[src/rtl/ro_puf_pkg.sv]
// Shared types for the ring-oscillator PUF measurement controller.
// Holds the count width and the controller FSM state encoding.
package ro_puf_pkg;

    localparam int COUNT_W = 16;

    typedef enum logic [2:0] {
        S_IDLE,
        S_CLEAR,
        S_RUN,
        S_SETTLE,
        S_CAPTURE,
        S_DONE
    } state_e;

endpackage

[src/rtl/ro_count_compare.sv]
// Combinational compare of two RO counts: a > b, a == b and |a - b|.
// Ports: a, b (COUNT_W) in; gt, eq, abs_diff out.
module ro_count_compare
    import ro_puf_pkg::*;
(
    input  logic [COUNT_W-1:0] a,
    input  logic [COUNT_W-1:0] b,
    output logic               gt,
    output logic               eq,
    output logic [COUNT_W-1:0] abs_diff
);

    always_comb begin
        gt       = a > b;
        eq       = a == b;
        abs_diff = gt ? (a - b) : (b - a);
    end

endmodule

[src/rtl/ro_pair_measure_ctrl.sv]
// Sequences one RO-pair measurement: clear, run, settle, capture, report.
// Ports: clk, reset, start in; ro0_count/ro1_count in; ro_enable,
// ro_reset_n, busy, done, response, tie, diff_mag out (all registered).
module ro_pair_measure_ctrl
    import ro_puf_pkg::*;
#(
    parameter int unsigned CLEAR_CYCLES  = 2,
    parameter int unsigned WINDOW_CYCLES = 1000,
    parameter int unsigned SETTLE_CYCLES = 4
) (
    input  logic               clk,
    input  logic               reset,
    input  logic               start,
    input  logic [COUNT_W-1:0] ro0_count,
    input  logic [COUNT_W-1:0] ro1_count,
    output logic               ro_enable,
    output logic               ro_reset_n,
    output logic               busy,
    output logic               done,
    output logic               response,
    output logic               tie,
    output logic [COUNT_W-1:0] diff_mag
);

    // Phase counter is loaded with (duration - 1) and counts down to zero.
    localparam logic [15:0] CLR_LD = 16'(CLEAR_CYCLES - 1);
    localparam logic [15:0] WIN_LD = 16'(WINDOW_CYCLES - 1);
    localparam logic [15:0] SET_LD = 16'(SETTLE_CYCLES - 1);

    state_e             state_q, state_d;
    logic [15:0]        phase_q, phase_d;
    logic [COUNT_W-1:0] cap0_q, cap0_d;
    logic [COUNT_W-1:0] cap1_q, cap1_d;
    logic               resp_q, resp_d;
    logic               tie_q, tie_d;
    logic [COUNT_W-1:0] diff_q, diff_d;
    logic               en_q, en_d;
    logic               rstn_q, rstn_d;
    logic               busy_q, busy_d;
    logic               done_q, done_d;

    logic               cmp_gt;
    logic               cmp_eq;
    logic [COUNT_W-1:0] cmp_diff;

    ro_count_compare u_cmp (
        .a        (cap0_q),
        .b        (cap1_q),
        .gt       (cmp_gt),
        .eq       (cmp_eq),
        .abs_diff (cmp_diff)
    );

    always_comb begin
        state_d = state_q;
        phase_d = phase_q;
        cap0_d  = cap0_q;
        cap1_d  = cap1_q;
        resp_d  = resp_q;
        tie_d   = tie_q;
        diff_d  = diff_q;
        unique case (state_q)
            S_IDLE: begin
                if (start) begin
                    state_d = S_CLEAR;
                    phase_d = CLR_LD;
                end
            end
            S_CLEAR: begin
                if (phase_q == '0) begin
                    state_d = S_RUN;
                    phase_d = WIN_LD;
                end else begin
                    phase_d = phase_q - 16'd1;
                end
            end
            S_RUN: begin
                if (phase_q == '0) begin
                    state_d = S_SETTLE;
                    phase_d = SET_LD;
                end else begin
                    phase_d = phase_q - 16'd1;
                end
            end
            S_SETTLE: begin
                if (phase_q == '0) begin
                    // Oscillators have been off for the settle time,
                    // so the counts are stable and safe to sample.
                    state_d = S_CAPTURE;
                    phase_d = '0;
                    cap0_d  = ro0_count;
                    cap1_d  = ro1_count;
                end else begin
                    phase_d = phase_q - 16'd1;
                end
            end
            S_CAPTURE: begin
                state_d = S_DONE;
                phase_d = '0;
                resp_d  = cmp_gt;
                tie_d   = cmp_eq;
                diff_d  = cmp_diff;
            end
            S_DONE: begin
                state_d = S_IDLE;
                phase_d = '0;
            end
            default: begin
                state_d = S_IDLE;
                phase_d = '0;
            end
        endcase
        // Outputs decode the next state so they are registered yet
        // line up with the state they describe.
        en_d   = state_d == S_RUN;
        rstn_d = state_d != S_CLEAR;
        busy_d = state_d != S_IDLE;
        done_d = state_d == S_DONE;
    end

    always_ff @(posedge clk or posedge reset) begin
        if (reset) begin
            state_q <= S_IDLE;
            phase_q <= '0;
            cap0_q  <= '0;
            cap1_q  <= '0;
            resp_q  <= 1'b0;
            tie_q   <= 1'b0;
            diff_q  <= '0;
            en_q    <= 1'b0;
            rstn_q  <= 1'b0;
            busy_q  <= 1'b0;
            done_q  <= 1'b0;
        end else begin
            state_q <= state_d;
            phase_q <= phase_d;
            cap0_q  <= cap0_d;
            cap1_q  <= cap1_d;
            resp_q  <= resp_d;
            tie_q   <= tie_d;
            diff_q  <= diff_d;
            en_q    <= en_d;
            rstn_q  <= rstn_d;
            busy_q  <= busy_d;
            done_q  <= done_d;
        end
    end

    assign ro_enable  = en_q;
    assign ro_reset_n = rstn_q;
    assign busy       = busy_q;
    assign done       = done_q;
    assign response   = resp_q;
    assign tie        = tie_q;
    assign diff_mag   = diff_q;

endmodule

[config.mk]
export PLATFORM = sky130hd
export DESIGN_NAME = ro_pair_measure_ctrl
export DESIGN_NICKNAME = d
export VERILOG_FILES = /design/src/rtl/ro_puf_pkg.sv /design/src/rtl/ro_count_compare.sv /design/src/rtl/ro_pair_measure_ctrl.sv
export SDC_FILE = /design/constraint.sdc
export NUM_CORES = 1
export LEC_CHECK = 0
export ABC_CLOCK_PERIOD_IN_PS = 5100
export CORE_ASPECT_RATIO = 0.8
export CORE_UTILIZATION = 55
export CTS_CLUSTER_DIAMETER = 80
export DETAILED_ROUTE_END_ITERATION = 16
export MAX_ROUTING_LAYER = met4
export PLACE_DENSITY = 0.79
export SLEW_MARGIN = 5
export SYNTH_ARGS = -nofsm -noshare
export SYNTH_HDL_FRONTEND = slang
export SYNTH_SLANG_ARGS = --single-unit
export TNS_END_PERCENT = 100
[constraint.sdc]
create_clock -name clk -period 5.1 [get_ports clk]
set_input_delay 1.275 -clock clk [delete_from_list [all_inputs] [get_ports clk]]
set_output_delay 1.275 -clock clk [all_outputs]
set_load 0.01 [all_outputs]
==> results of run 1 <==
## metal layers
metal / part of all wire (%) / global-route usage [%] / wire length, um / up-vias
li1: - / - / - / 1795
met1: 48 / 33.2 / 4820 / 1739
met2: 47 / 39.3 / 4790 / 74
met3: 3.6 / 4.45 / 365 / 17
met4: 1.6 / 8.59 / 165 / 0
met5: 0 / - / 0 / -
## report_power, final
part	internal [mW]	switching [mW]
Combinational	0.124	0.143
Clock	0.226	0.227
Sequential	0.593	0.0146
Total	0.943	0.385
## cells in the mapped netlist (9+ instances only)
library cell / instances / area, um2
sky130_fd_sc_hd__nand2_1: 45 / 169
sky130_fd_sc_hd__o21ai_1: 18 / 90.1
sky130_fd_sc_hd__nor3_1: 15 / 75.1
sky130_fd_sc_hd__clkbuf_1: 9 / 33.8
sky130_fd_sc_hd__xnor2_1: 12 / 105
sky130_fd_sc_hd__o21ai_0: 24 / 120
sky130_fd_sc_hd__dfrtp_1: 73 / 1830
sky130_fd_sc_hd__ha_1: 33 / 413
sky130_fd_sc_hd__a21oi_1: 27 / 135
sky130_fd_sc_hd__inv_1: 43 / 161
sky130_fd_sc_hd__mux2_4: 29 / 435
sky130_fd_sc_hd__nor2_1: 34 / 128
## placed cells by master (no fill, tap or decap), types with 3 or more instances in the layout
master                            count
sky130_fd_sc_hd__a211oi_1             3
sky130_fd_sc_hd__a21o_1               5
sky130_fd_sc_hd__a21oi_1             27
sky130_fd_sc_hd__a311o_1              3
sky130_fd_sc_hd__buf_4                3
sky130_fd_sc_hd__clkbuf_8             9
sky130_fd_sc_hd__clkdlybuf4s50_1     56
sky130_fd_sc_hd__clkinv_2             3
sky130_fd_sc_hd__dfrtp_1             73
sky130_fd_sc_hd__ha_1                33
sky130_fd_sc_hd__inv_1               42
sky130_fd_sc_hd__mux2_1               3
sky130_fd_sc_hd__mux2_4              29
sky130_fd_sc_hd__mux2i_1              7
sky130_fd_sc_hd__nand2_1             45
sky130_fd_sc_hd__nand2b_1             7
sky130_fd_sc_hd__nand3_1              7
sky130_fd_sc_hd__nor2_1              34
sky130_fd_sc_hd__nor2b_1              6
sky130_fd_sc_hd__nor3_1              15
sky130_fd_sc_hd__nor4_1               3
sky130_fd_sc_hd__o211ai_1             4
sky130_fd_sc_hd__o21a_1               3
sky130_fd_sc_hd__o21ai_0             24
sky130_fd_sc_hd__o21ai_1             18
sky130_fd_sc_hd__xnor2_1             12
sky130_fd_sc_hd__xor2_1               4
## flip-flops by register name, summed over array words and instances (netlist names)
register / count
done: 1
state_q: 3
tie: 1
ro_reset_n: 1
response: 1
busy: 1
cap0_q: 16
ro_enable: 1
diff_mag: 16
cap1_q: 16
phase_q: 16
## worst max-delay path: stages, from the launching register on
cell and delay [ps]:
sky130_fd_sc_hd__dfrtp_1 380, sky130_fd_sc_hd__inv_1 50, sky130_fd_sc_hd__ha_1 410, sky130_fd_sc_hd__a21o_1 240, sky130_fd_sc_hd__a21o_1 200, sky130_fd_sc_hd__a21o_4 240, sky130_fd_sc_hd__a211o_2 380, sky130_fd_sc_hd__nand2_1 450
sky130_fd_sc_hd__mux2_2 410, sky130_fd_sc_hd__o21a_1 180, sky130_fd_sc_hd__o31ai_2 220
## cell type report
cell class                      count  area (um2)  area share [%]
Multi-Input combinational cell    350        2660            47.7
Inverter                           44         165            2.97
Sequential cell                    73        1830            32.8
Timing Repair Buffer               59         583            10.5
Clock buffer                        9         124            2.23
Clock inverter                      7        70.1            1.26
Tap cell                          112         140            2.52
## through the flow
step / cell area [um2] / total power, mW / hold WS (ps)
after global placement: 5370 / 0.877 / 467
after detailed placement: 5370 / 0.885 / 485
after global routing: 5570 / 1.39 / 537
final: 5570 / 1.33 / 495
after floorplan: 4770 / 0.813 / 475
after CTS: 5570 / 1.34 / 506
## worst paths after layout
check / startpoint / end / depth (start not counted)
min in group asynchronous: reset / phase_q[14] / 2
worst max register to register: cap0_q[13] / diff_mag[13] / 10
max in group asynchronous: reset / cap1_q[9] / 3
worst min register to register: diff_mag[9] / diff_mag[9] / 2
worst min-delay path: diff_mag[9] / diff_mag[9] / 2
worst max-delay path: cap0_q[13] / diff_mag[13] / 10
## logic make-up (layout without fill, tap and decap cells)
family | Yosys count | count (layout)
AOI/OAI and AO/OA | 118 | 118
xor gates and xnor gates | 16 | 16
adders and majority gates | 35 | 35
buffers and inverters | 62 | 119
DFF | 73 | 73
muxes | 41 | 41
and+or+nand+nor | 140 | 140
==> flow_results.org, run 1 <==
** Status
- The run finished, with violations left.
- The checks that failed: design-rule violations.

** Timing
- Final-layout setup total negative slack :: 0 ps
- The worst path in the final design needs a cycle of 3260 ps, including I/O delays and setup.
- Max-slew violation count :: 0
- RSZ-0062 raised after global routing :: no
- Post-Route Skew :: 12.2 ps
- Setup slack of the critical path after layout :: 1840 ps
- Worst-Margin Slew :: 1070 ps
- Tightest slew margin relative to the limit :: 28.4%
- Timing would allow up to 307 MHz.
- Setup violations remaining at the end of the flow were counted as 0.
- Number of hold violations in the final report :: 0
- Portion of the clock cycle consumed by the worst path in the final layout :: 64.0%

** Worst setup path
- In this run the worst path has a maximum fanout of 11.
- For the worst setup path, the data required time is 5360 ps.
- Setup slack on the worst reg-to-reg path comes out at 1840 ps.
- The worst setup path is launched from a flop.
- Worst setup EP type :: flop
- Classification of the worst setup path :: reg2reg
- Arrival @ worst endpoint :: 3520 ps

** Place
- Placed cell count :: 638
- Count of port buffers added during placement :: 56
- Post-Place Setup Slack :: 1880 ps
- The congestion estimate from routability-driven global placement came to 0.941.
- Post-DP HPWL :: 7.63 mm

** Clocking
- The clock tree synthesis step divided the H-tree into 3 levels.
- Sinks on Clock Net :: 73
- Clock slew at the register clock pins of the worst setup and hold paths :: 80 ps
- Clock root cell :: sky130_fd_sc_hd__clkbuf_8
- TritonCTS buffer count :: 9
- TritonCTS built the clock tree.
- The clock reaches the later pin of the worst-skew pair after 360 ps.
- Setup fix buffers added after clock tree synthesis :: 0
- No sink is reached through more buffers than the 2 on the longest clock path.
- Hold repair after CTS inserted 0 buffers.
- Post-cts gate resize count :: 0

** Logic synthesis
- Dominant combinational cell family by area after synthesis :: compound AO/OA/AOI/OAI gates
- Number of synthesized flops with an enable pin :: 0
- Avg Cell Area, Syn :: 9.84 um2
- Among all flip-flop cells after synthesis, the most frequent one is sky130_fd_sc_hd__dfrtp_1.
- The synthesized netlist devotes 16.5% of its cell area to compound gates.
- Synthesis warning total :: 0
- Of all flip-flops after synthesis, the portion carrying an async set or reset was 100%.
- Post-Synth XOR/XNOR Area :: 2.94%
- Adder-cell area share of the yosys netlist :: 9.49%
- Cells after Synth :: 485
- After synthesis the netlist holds a flip-flop and latch count of 73.
- Part of the Yosys area used for sequential elements :: 38.3%
- In this run the cell area of the synthesized design comes to 0.00477 mm2.
- Synthesis instantiated 76 different standard cells from the library.
- The synthesized netlist devotes 15.0% of its cell area to simple gates.
- Post-Syn Nets :: 555
- Multiplexer cells account for 11.8% of the synthesized area.

** Min path
- Kind of path behind the tightest hold check :: reg2reg

** Finish
- Number of inserted filler cells in the final layout :: 702
- Synth-to-layout area growth :: 16.6%
- Post-layout utilization of the core :: 65.9%
- Fraction of layout instances using a drive strength above 1 :: 14.0%
- Once layout is complete, the cells apart from fillers number 654.
- The repair_antennas step left the layout with diodes totalling 0.
- The net count of the finished layout is 607.

** Route
- Dividing the detail-routed wire length by the instance count gives 15.5 um.
- Vias :: 3,625
- Dividing the detail-routed via count by the number of cells gives 5.54.
- Once detail routing completed, the nets flagged for antenna violations numbered 0.
- Router iterations before antenna repair :: 10
- In the routed design, unresolved DRC markers number 1.
- The first routing iteration left 268 violations.
- Routed WL :: 10.1 mm

** Floorplan
- For this design the top-level I/O count stands at 57.
- Floorplan die area :: 0.00906 mm2
- Floorplan die width :: 106 um
- Total number of placement rows :: 30
- The region available for standard cell placement spans 0.00845 mm2.
- In this run the vertical extent of the chip is 85.3 um.
- Once the floorplan was initialized, standard cells occupied 56.5% of the core.

** Power and ir drop
- Summed over all cells, the static leakage comes to 2.63 nW.
- Worst IR drop on VDD :: 0.137 mV
- For this design the ratio of total power to cell area is 239 mW/mm2.

** Global routing
- Global routing used 25.2% of the available tracks.
- The first global-routing pass estimated 17.4 mm of wire.
- Largest net degree at the start of global routing :: 44
- Number of antenna violations at the first check in global routing :: 0
- The via count of the first global-routing pass was 3,615.
- Sum of overflow across all layers after global routing :: 0

** Run
- Number of maximum-capacitance violations :: 0
Power figures use the tool's default switching activity.
==> inputs of run 2 (changes only) <==
--- a/config.mk
+++ b/config.mk
@@ -5,7 +5,7 @@
 export SDC_FILE = /design/constraint.sdc
 export NUM_CORES = 1
 export LEC_CHECK = 0
-export ABC_CLOCK_PERIOD_IN_PS = 5100
+export ABC_CLOCK_PERIOD_IN_PS = 3300
 export CORE_ASPECT_RATIO = 0.8
 export CORE_UTILIZATION = 55
 export CTS_CLUSTER_DIAMETER = 80
==> constraint.sdc (replaced) <==
create_clock -name clk -period 3.3 [get_ports clk]
set_input_delay 0.825 -clock clk [delete_from_list [all_inputs] [get_ports clk]]
set_output_delay 0.825 -clock clk [all_outputs]
set_load 0.01 [all_outputs]
==> run 2 against run 1 <==
Effect of this change:
- the run now ends clean
- routed wire length shrank 1.7%
- via count grew 3.8%
- clock skew grew 1.6 ps
- global-route usage fell by 0.80 points
- largest cell class unchanged
==> flow_results.org, run 2 (synthesized netlist as in run 1, its figures left out) <==
** Finish
- In the layout the commonest cells are sky130_fd_sc_hd__dfrtp_1, sky130_fd_sc_hd__clkdlybuf4s50_1, sky130_fd_sc_hd__nand2_1.
- The filler cell count came to 670 (-4.6%).
- Fraction of layout instances using a drive strength above 1 :: 14.7% (+0.63 points)
- Most common cell after layout, fill and taps aside :: sky130_fd_sc_hd__dfrtp_1
- The diode insertion count for antenna repair came to 0 (unchanged).
- The register area was 0.00183 mm2 (unchanged).
- The final layout net count came to 611 (+0.66%).
- Compared with the post-synthesis result, the final layout area differs by 18.0%.
- Footprint of the multi-input gates :: 0.00266 mm2 (unchanged)
- The share of the core filled with cells in the final layout was 66.7% (+0.79 points).

** Route
- The number of design-rule violations left by the first detailed-router iteration was 214 (-20%).
- The average wire per cell in the routed design is 15.1 um (-2.3%).
- Via density per instance :: 5.72 (+3.2%)
- The post-route antenna net violation count is 0 (unchanged).
- Routed WL :: 9.96 mm (-1.7%)
- The detailed-router iteration count before antenna repair is 4 (-6).
- The total vias in the final route is 3,764 (+3.8%).
- The DRC violation count after routing was 0 (-1).

** Place
- Count of port buffers added during placement :: 56 (unchanged)
- The post-placement setup slack came to 472 ps (-1400 ps).
- Post-DP HPWL :: 7.39 mm (-3.1%)
- Weighted congestion at the end of routability-driven global placement :: 0.897 (-4.7%)

** Worst setup path
- The startpoint identified for the worst register-to-register timing path is cap0_q[13].
- End point of the critical path :: diff_mag[15]
- FF-to-FF setup slack :: 420 ps (-1420 ps)
- Buffers plus inverters on the worst setup path :: 1 (unchanged)
- The critical path data required time came to 3530 ps (-1830 ps).
- The endpoint arrival time on the critical path was 3110 ps (-410 ps).
- The cell that appears most often on the critical path is sky130_fd_sc_hd__a21o_1.
- Classification of the worst setup path :: reg2reg
- Largest fanout on the critical path :: 11 (unchanged)
- The number of logic stages on the critical path including buffering was 10 (unchanged).
- Depth of the most critical reg-to-reg path :: 10 (unchanged)
- Kind of start point of the critical path :: flop
- Worst setup EP type :: flop
- In this run the worst setup path begins at cap0_q[13].
- Kind of cell adding the most delay to the critical path :: compound AO/OA/AOI/OAI gates
- The maximum cell stage delay along the critical path came to 410 ps (-40 ps).
- Cell-by-cell listing of the critical path :: inv_1 > ha_1 > a21o_1 > a21o_1 > a21o_4 > a211oi_4 > nor2_2 > a221oi_2 > a311o_1 > nand3_1
- CP max stage cell :: sky130_fd_sc_hd__ha_1
- In this run the critical register-to-register path is captured at diff_mag[15].

** Power and ir drop
- The worst-case vdd ir drop was 0.259 mV (+89%).
- Static Leakage :: 2.66 nW (+1.1%)
- Power Density :: 379 mW/mm2 (+59%)
- The total power is 2.14 mW (+61%).

** Floorplan
- The die outline width was 106 um (unchanged).
- The top-level port count is 57 (unchanged).
- Vert. Die Dim :: 85.3 um (unchanged)
- The starting density of the core was 56.5% (unchanged).
- Floorplan die area :: 0.00906 mm2 (unchanged)
- Core footprint :: 0.00845 mm2 (unchanged)
- The total number of placement rows is 30 (unchanged).

** Timing
- The transition at the pin with the smallest max-transition slack came to 603 ps (-471 ps).
- Post-Route Skew :: 13.8 ps (+1.61 ps)
- Worst Hold Slack :: 481 ps (-14.1 ps)
- The post-route minimum period is 2880 ps (-380 ps).
- Portion of the clock cycle consumed by the worst path in the final layout :: 87.3% (+23 points)
- Timing-limited maximum frequency :: 347 MHz (+13%)
- The max-slew violation total from the final report came to 0 (unchanged).
- Number of hold violations in the final report :: 0 (unchanged)
- The count of final setup violators came to 0 (unchanged).
- The setup TNS is 0 ps (unchanged).
- RSZ-0062 raised after global routing :: no
- Tightest slew margin relative to the limit :: 59.8% (+31 points)
- Setup slack of the critical path after layout :: 418 ps (-1420 ps)

** Global routing
- The overall routing resource usage came to 24.4% (-0.80 points).
- The remaining global-route overflow came to 0 (unchanged).
- The via count of the first global-routing pass was 3,523 (-2.5%).
- First-pass GRT wire length :: 16.9 mm (-2.9%)
- The pin count of the biggest net entering global routing was 74 (+68%).
- Number of antenna violations at the first check in global routing :: 0 (unchanged)

** Clocking
- Setup fix buffers added after clock tree synthesis :: 0 (unchanged)
- TritonCTS buffer count :: 9 (unchanged)
- Insertion delay to the later sink of the worst-skew pair :: 360 ps (about the same)
- The clock-pin transition on the worst setup and hold timing paths is 80 ps (about the same).
- The count of clock tree sinks is 73 (unchanged).
- Clock tree buffer depth :: 2 (unchanged)
- TritonCTS clock tree :: yes
- Clock root cell :: sky130_fd_sc_hd__clkbuf_8
- Post-cts gate resize count :: 0 (unchanged)
- Level count of the clock H-tree :: 3 (unchanged)
- Cts-stage hold buffer count :: 0 (unchanged)

** Min path
- Kind of path behind the tightest hold check :: reg2reg

** Run
- The max-capacitance violation count is 0 (unchanged).

** Status
- Status :: finished, final reports clean
==> run 2: cell count changes in the layout (fill, tap and decap cells not counted) <==
cell                         previous run  this run
sky130_fd_sc_hd__clkinv_2               3         2
sky130_fd_sc_hd__clkinv_4               1         0
sky130_fd_sc_hd__buf_12                 0         1
sky130_fd_sc_hd__buf_4                  3         6
sky130_fd_sc_hd__bufinv_16              1         2
sky130_fd_sc_hd__clkinvlp_4             1         2
==> run 2: how the worst min path moves through the flow <==
stage / cells after the start / endpoint / from
3_3_place_gp: 2 / diff_mag[0] / diff_mag[0]
4_1_cts: 2 / diff_mag[0] / diff_mag[0]
2_1_floorplan: 2 / phase_q[9] / phase_q[9]
5_1_grt: 2 / diff_mag[0] / diff_mag[0]
6_report: 2 / diff_mag[0] / diff_mag[0]
3_5_place_dp: 2 / diff_mag[0] / diff_mag[0]
==> run 2: through the flow <==
step / area (um2) / instances
5_1_grt: 5630 / 658
3_3_place_gp: 5420 / 642
4_1_cts: 5630 / 658
6_report: 5630 / 658
3_5_place_dp: 5420 / 642
2_1_floorplan: 4770 / 485
==> run 2: metal layers <==
metal / track usage, % / wire length (um) / part of all wire [%]
met1: 33.0 / 4660 / 47
met2: 37.7 / 4750 / 48
met3: 5.30 / 484 / 4.9
met4: 5.18 / 64 / 0.64
met5: - / 0 / 0
==> run 2: power by group <==
group | total [mW] | internal, mW | leakage, nW | switching [mW]
sequential | 0.938 | 0.917 | 0.897 | 0.0214
combinational | 0.420 | 0.197 | 1.66 | 0.223
clock | 0.777 | 0.425 | 0.106 | 0.352
total | 2.14 | 1.54 | 2.66 | 0.596
==> run 2: cell type report <==
cell class	instances	area share (%)
Multi-Input combinational cell	350	47.2
Sequential cell	73	32.4
Timing Repair Buffer	63	11.1
Inverter	44	2.93
Tap cell	112	2.49
Clock buffer	9	2.20
Clock inverter	7	1.67
==> run 2: tightest hold or removal path, delay by kind of cell, from the launching register on <==
kind / cells / cell delay [ps]
AND/OR/NAND/NOR: 1 / 50
flip-flops: 1 / 350
AO/OA/AOI/OAI: 1 / 60
